File: src/rtl/bit_serializer.sv
// -----------------------------------------------------------------------------
// bit_serializer
//
// Parallel-to-serial front end for bit-level pattern detectors. WIDTH-bit words
// arrive over a valid/ready handshake and leave one bit per clock on
// serial_bit. A one-word holding register lets the next word queue up behind
// the one being shifted, so consecutive words stream with no idle cycle.
//
// Parameters
//   WIDTH      word size in bits (>= 2)
//   MSB_FIRST  1: bit WIDTH-1 leaves first, 0: bit 0 leaves first
//
// Ports
//   clk           rising-edge clock
//   reset         asynchronous, active-low reset (0 = reset)
//   in_data       word to serialize, sampled only on an accept edge
//   in_valid      in_data is valid
//   in_ready      a word can be accepted (accept = in_valid & in_ready)
//   serial_bit    current output bit, 0 whenever serial_valid = 0
//   serial_valid  serial_bit carries a data bit this cycle
//   word_start    current bit is the first bit of a word
//   word_end      current bit is the last bit of a word
//   busy          shifter active or holding register full
// -----------------------------------------------------------------------------
module bit_serializer #(
  parameter int WIDTH     = 8,
  parameter bit MSB_FIRST = 1'b1
) (
  input  logic             clk,
  input  logic             reset,
  input  logic [WIDTH-1:0] in_data,
  input  logic             in_valid,
  output logic             in_ready,
  output logic             serial_bit,
  output logic             serial_valid,
  output logic             word_start,
  output logic             word_end,
  output logic             busy
);

  localparam int CW = $clog2(WIDTH);
  localparam logic [CW-1:0] LAST_CNT = CW'(WIDTH - 1);

  typedef enum logic {
    IDLE  = 1'b0,
    SHIFT = 1'b1
  } state_t;

  state_t           state_q;
  logic [WIDTH-1:0] shreg_q;
  logic [WIDTH-1:0] hold_reg_q;
  logic [CW-1:0]    bit_cnt_q;
  logic             hold_full_q;

  logic [WIDTH-1:0] shreg_shifted_d;
  logic             accept;
  logic             last_bit;
  logic             out_bit;
  logic             shifting;

  // Shifted copy of the shift register: one position toward the output end,
  // zero-filled at the far end.
  for (genvar gi = 0; gi < WIDTH; gi++) begin : g_shift
    if (MSB_FIRST) begin : g_msb
      if (gi == 0) begin : g_fill
        assign shreg_shifted_d[gi] = 1'b0;
      end else begin : g_move
        assign shreg_shifted_d[gi] = shreg_q[gi-1];
      end
    end else begin : g_lsb
      if (gi == WIDTH - 1) begin : g_fill
        assign shreg_shifted_d[gi] = 1'b0;
      end else begin : g_move
        assign shreg_shifted_d[gi] = shreg_q[gi+1];
      end
    end
  end

  if (MSB_FIRST) begin : g_out_msb
    assign out_bit = shreg_q[WIDTH-1];
  end else begin : g_out_lsb
    assign out_bit = shreg_q[0];
  end

  // in_ready depends only on reset and a register, never on in_valid/in_data.
  assign in_ready = reset & ~hold_full_q;
  assign accept   = in_valid & in_ready;
  assign shifting = (state_q == SHIFT);
  assign last_bit = (bit_cnt_q == LAST_CNT);

  always_ff @(posedge clk or negedge reset) begin
    if (!reset) begin
      state_q     <= IDLE;
      shreg_q     <= '0;
      hold_reg_q  <= '0;
      bit_cnt_q   <= '0;
      hold_full_q <= 1'b0;
    end else begin
      case (state_q)
        IDLE: begin
          // The hold register is always empty in IDLE, so an accept goes
          // straight into the shifter.
          if (accept) begin
            shreg_q   <= in_data;
            bit_cnt_q <= '0;
            state_q   <= SHIFT;
          end
        end

        SHIFT: begin
          if (!last_bit) begin
            shreg_q   <= shreg_shifted_d;
            bit_cnt_q <= bit_cnt_q + CW'(1);
            if (accept) begin
              hold_reg_q  <= in_data;
              hold_full_q <= 1'b1;
            end
          end else if (hold_full_q) begin
            // in_ready is low here, so no accept can collide with the reload.
            shreg_q     <= hold_reg_q;
            hold_full_q <= 1'b0;
            bit_cnt_q   <= '0;
          end else if (accept) begin
            // Word offered on the last bit skips the hold register entirely.
            shreg_q   <= in_data;
            bit_cnt_q <= '0;
          end else begin
            shreg_q   <= '0;
            bit_cnt_q <= '0;
            state_q   <= IDLE;
          end
        end

        default: begin
          state_q <= IDLE;
        end
      endcase
    end
  end

  // All serial outputs are decoded from registers and gated by the state, so
  // they read 0 whenever the block is idle or held in reset.
  assign serial_valid = shifting;
  assign serial_bit   = shifting & out_bit;
  assign word_start   = shifting & (bit_cnt_q == '0);
  assign word_end     = shifting & last_bit;
  assign busy         = shifting | hold_full_q;

endmodule

File: config.mk
export PLATFORM = sky130hd
export DESIGN_NAME = bit_serializer
export DESIGN_NICKNAME = d
export VERILOG_FILES = /design/src/rtl/bit_serializer.sv
export SDC_FILE = /design/constraint.sdc
export NUM_CORES = 1
export LEC_CHECK = 0
export ABC_AREA = 1
export BUFFER_PORTS_ARGS = -buffer_cell sky130_fd_sc_hd__buf_2
export CORE_UTILIZATION = 50
export CTS_CLUSTER_SIZE = 10
export DETAILED_ROUTE_END_ITERATION = 8
export GPL_TIMING_DRIVEN = 0
export PLACE_DENSITY = 0.74
export SLEW_MARGIN = 20
export SYNTH_ARGS = -nofsm -noshare
export SYNTH_HDL_FRONTEND = slang
export SYNTH_SLANG_ARGS = --single-unit
File: constraint.sdc
create_clock -name clk -period 1.5 [get_ports clk]
set_clock_uncertainty 0.1 [all_clocks]
set_input_delay 0.3 -clock clk [delete_from_list [all_inputs] [get_ports clk]]
set_output_delay 0.3 -clock clk [all_outputs]
set_load 0.01 [all_outputs]
==> metrics <==
post-synthesis mux area share 0%; Num CTS Buffers 3; setup TNS -2.22 ns; fillers 169; final cell count without fillers 226; sequential element share of the synthesized area 43.2%; post-synthesis xor/xnor area fraction 0%; routability congestion estimate from global placement 0.794; synthesized area 0.00122 mm2; initial antenna violation count 0; main area contributors after synthesis dfrtp_1, nand2_1, nor2_1; pin count of the biggest net entering global routing 22; reg2reg start bit_cnt_q[0]; drt total wl 2.96 mm; HP Class in -> reg; syn_area_per_cell 7.66 um2; synth warn 0; Min-Delay Endpoint hold_reg_q[7]; worst-path fanout max 2; Die Width 51.3 um; Worst Tran Pin Value 0.185 ns; Placed Area 0.00133 mm2; Worst Setup End Kind output pin; first-pass GRT wire length 4.80 mm; Setup-failing EPs final 20; core area 0.00225 mm2; DRT antenna net count 0; min-delay src in_data[7]; RSZ-0062 raised after global routing yes; Post-synth ARST share 100%; Net Count, Synth 173; adder-cell share of the synthesized area 3.08%; Synth cell types 19; gr usage total 24.7%; pwr/cell area 2000 mW/mm2; DP Wirelength 1.85 mm; Final nets 213; utilization after layout 71.8%; Max Clk Rate 581 MHz; Starting Density 54.0%; CTS Buffer Depth 2; drt via density 5.25; port bufs 15; reg-to-reg setup timing slack -0.15 ns; Pre-antenna DRT Iters 4; Slew Viols, Final 0; Synth Area in Simple Gates 39.1%; share of the synthesized area in the top cell type 43.2%; Worst Path Required 1.10 ns; synthesis-to-layout area growth 33.0%; peak supply drop 0.00127 V; main combinational cell family by area after synthesis simple AND/OR/NAND/NOR gates; DRC viols 0; CP Launch Type register; clk slew on worst S/H paths 0.12 ns; count leader, synth nand2_1; R2R depth 9; # clock sinks 21; io pins 17; flops & latches, synth 21; vias 1187; failing checks setup timing; min cycle time layout 1.72 ns; CTS root buffer clkbuf_4; Crit Path Category reg -> out; Skew-Pair Late Insertion Delay 0.30 ns; hold path cells 3; number of synthesized flops with an enable pin 0; Final Hold Viols 0; vias in the first global route 1123; fraction of the cycle the final worst path needs 115%; PnR worst setup slack -0.220 ns; Worst EP arrival 1.32 ns; Die Height 51.3 um; reg-to-reg endpoint hold_reg_q[5]; proportion of layout cells with a drive suffix above 1 29.8%; GRT overflow 0; Synth top cells by count nand2_1, dfrtp_1, nor2_1; CTS tree built; routed length per instance 13.1 um; Synth Area in Compound Gates 5.45%; most area-hungry cell type in the Yosys netlist dfrtp_1; row cnt 17; Die ar. 0.00264 mm2; htree depth 1; cell count after placement 202; ant diodes 0; Post-synth top flop dfrtp_1; Syn Inst Count 159; P_leak 0.862 nW; relative slew slack 87.7%; final instance area 0.00162 mm2; max cap viols 0; Iter 0 DRT Violations 21; outcome finished, violations left
[registers in the layout, indices dropped and copies added, names as in the netlist]
register      count
hold_reg_q        8
shreg_q           8
bit_cnt_q         3
serial_valid      1
hold_full_q       1
[per-stage QoR]
step / hold WS [ns] / power [mW] / worst slack (ns)
after CTS: 0.127 / 3.05 / -0.205
after floorplan: -0.0956 / 2.05 / 0.0101
final: 0.134 / 3.24 / -0.220
after global routing: 0.130 / 3.50 / -0.268
after global placement: 0.186 / 2.34 / -0.273
after detailed placement: 0.194 / 2.40 / -0.300
[final cells by class]
class	count	area [um2]	area share, %
multi-input cells	123	637	39.3
flip-flops and latches	21	527	32.5
repair buffers	35	273	16.8
inverters	11	66.3	4.10
plain buffers	4	53.8	3.32
well taps	28	35.0	2.16
clock buffers	3	22.5	1.39
clock inverters	1	5.00	0.309
[routing by layer]
metal  vias to the layer above  share of wire (%)  global-route usage [%]  wire length, um
li1                        585                  -                       -                -
met1                       564                 46                    31.3             1350
met2                        34                 49                    40.6             1460
met3                         4                3.8                    4.17              111
met4                         0                1.4                    12.2               40
met5                         -                  0                       0                0
[worst max-delay path, stage by stage, from the launching register on]
cell	delay, ns
dfrtp_1	0.41
ha_2	0.21
ha_4	0.17
nand2_4	0.07
clkinv_4	0.05
buf_6	0.11
[cells by family (layout without fill, tap and decap cells)]
group	count (synthesis)	count (layout)
simple gates	106	107
flops	21	21
buf+inv	16	54
compound gates	13	13
fa+ha+maj	3	3
[how the worst max path moves through the flow]
stage                  from       endpoint  slack (ns)  cells past startpoint
6_report       bit_cnt_q[0]       word_end       -0.22                      5
5_1_grt        bit_cnt_q[0]       word_end       -0.27                      5
4_1_cts        bit_cnt_q[1]       word_end       -0.20                      5
3_5_place_dp          reset     shreg_q[7]       -0.30                      7
3_3_place_gp          reset     shreg_q[2]       -0.27                      7
2_1_floorplan  bit_cnt_q[0]  hold_reg_q[1]        0.01                      8
[what timing repair did]
action	4_1_cts	5_1_grt
endpoints found under the setup margin	20	44
hold endpoints to repair	21	21
buffers inserted	12	6
hold buffers	1	2
gates cloned	1	0
pin swaps	3	4
gates resized for setup	20	7
[report_power, final]
part,leakage (nW),switching (mW),internal (mW),total [mW]
clock network,0.0177,0.172,0.0994,0.272
logic,0.588,1.08,0.894,1.97
registers,0.256,0.152,0.843,0.994
total,0.862,1.40,1.84,3.24
[layout by cell type (no fill, tap or decap), drive strengths merged]
cell type,instances
nand2,77
buf,36
dfrtp,21
nor2,19
inv,10
nand4,9
a21oi,8
clkbuf,5
o21ai,4
ha,3
clkinv,2
nand3,2
a31oi,1
dlygate4sd3,1
Note: power is estimated with default switching activity, not from simulation.
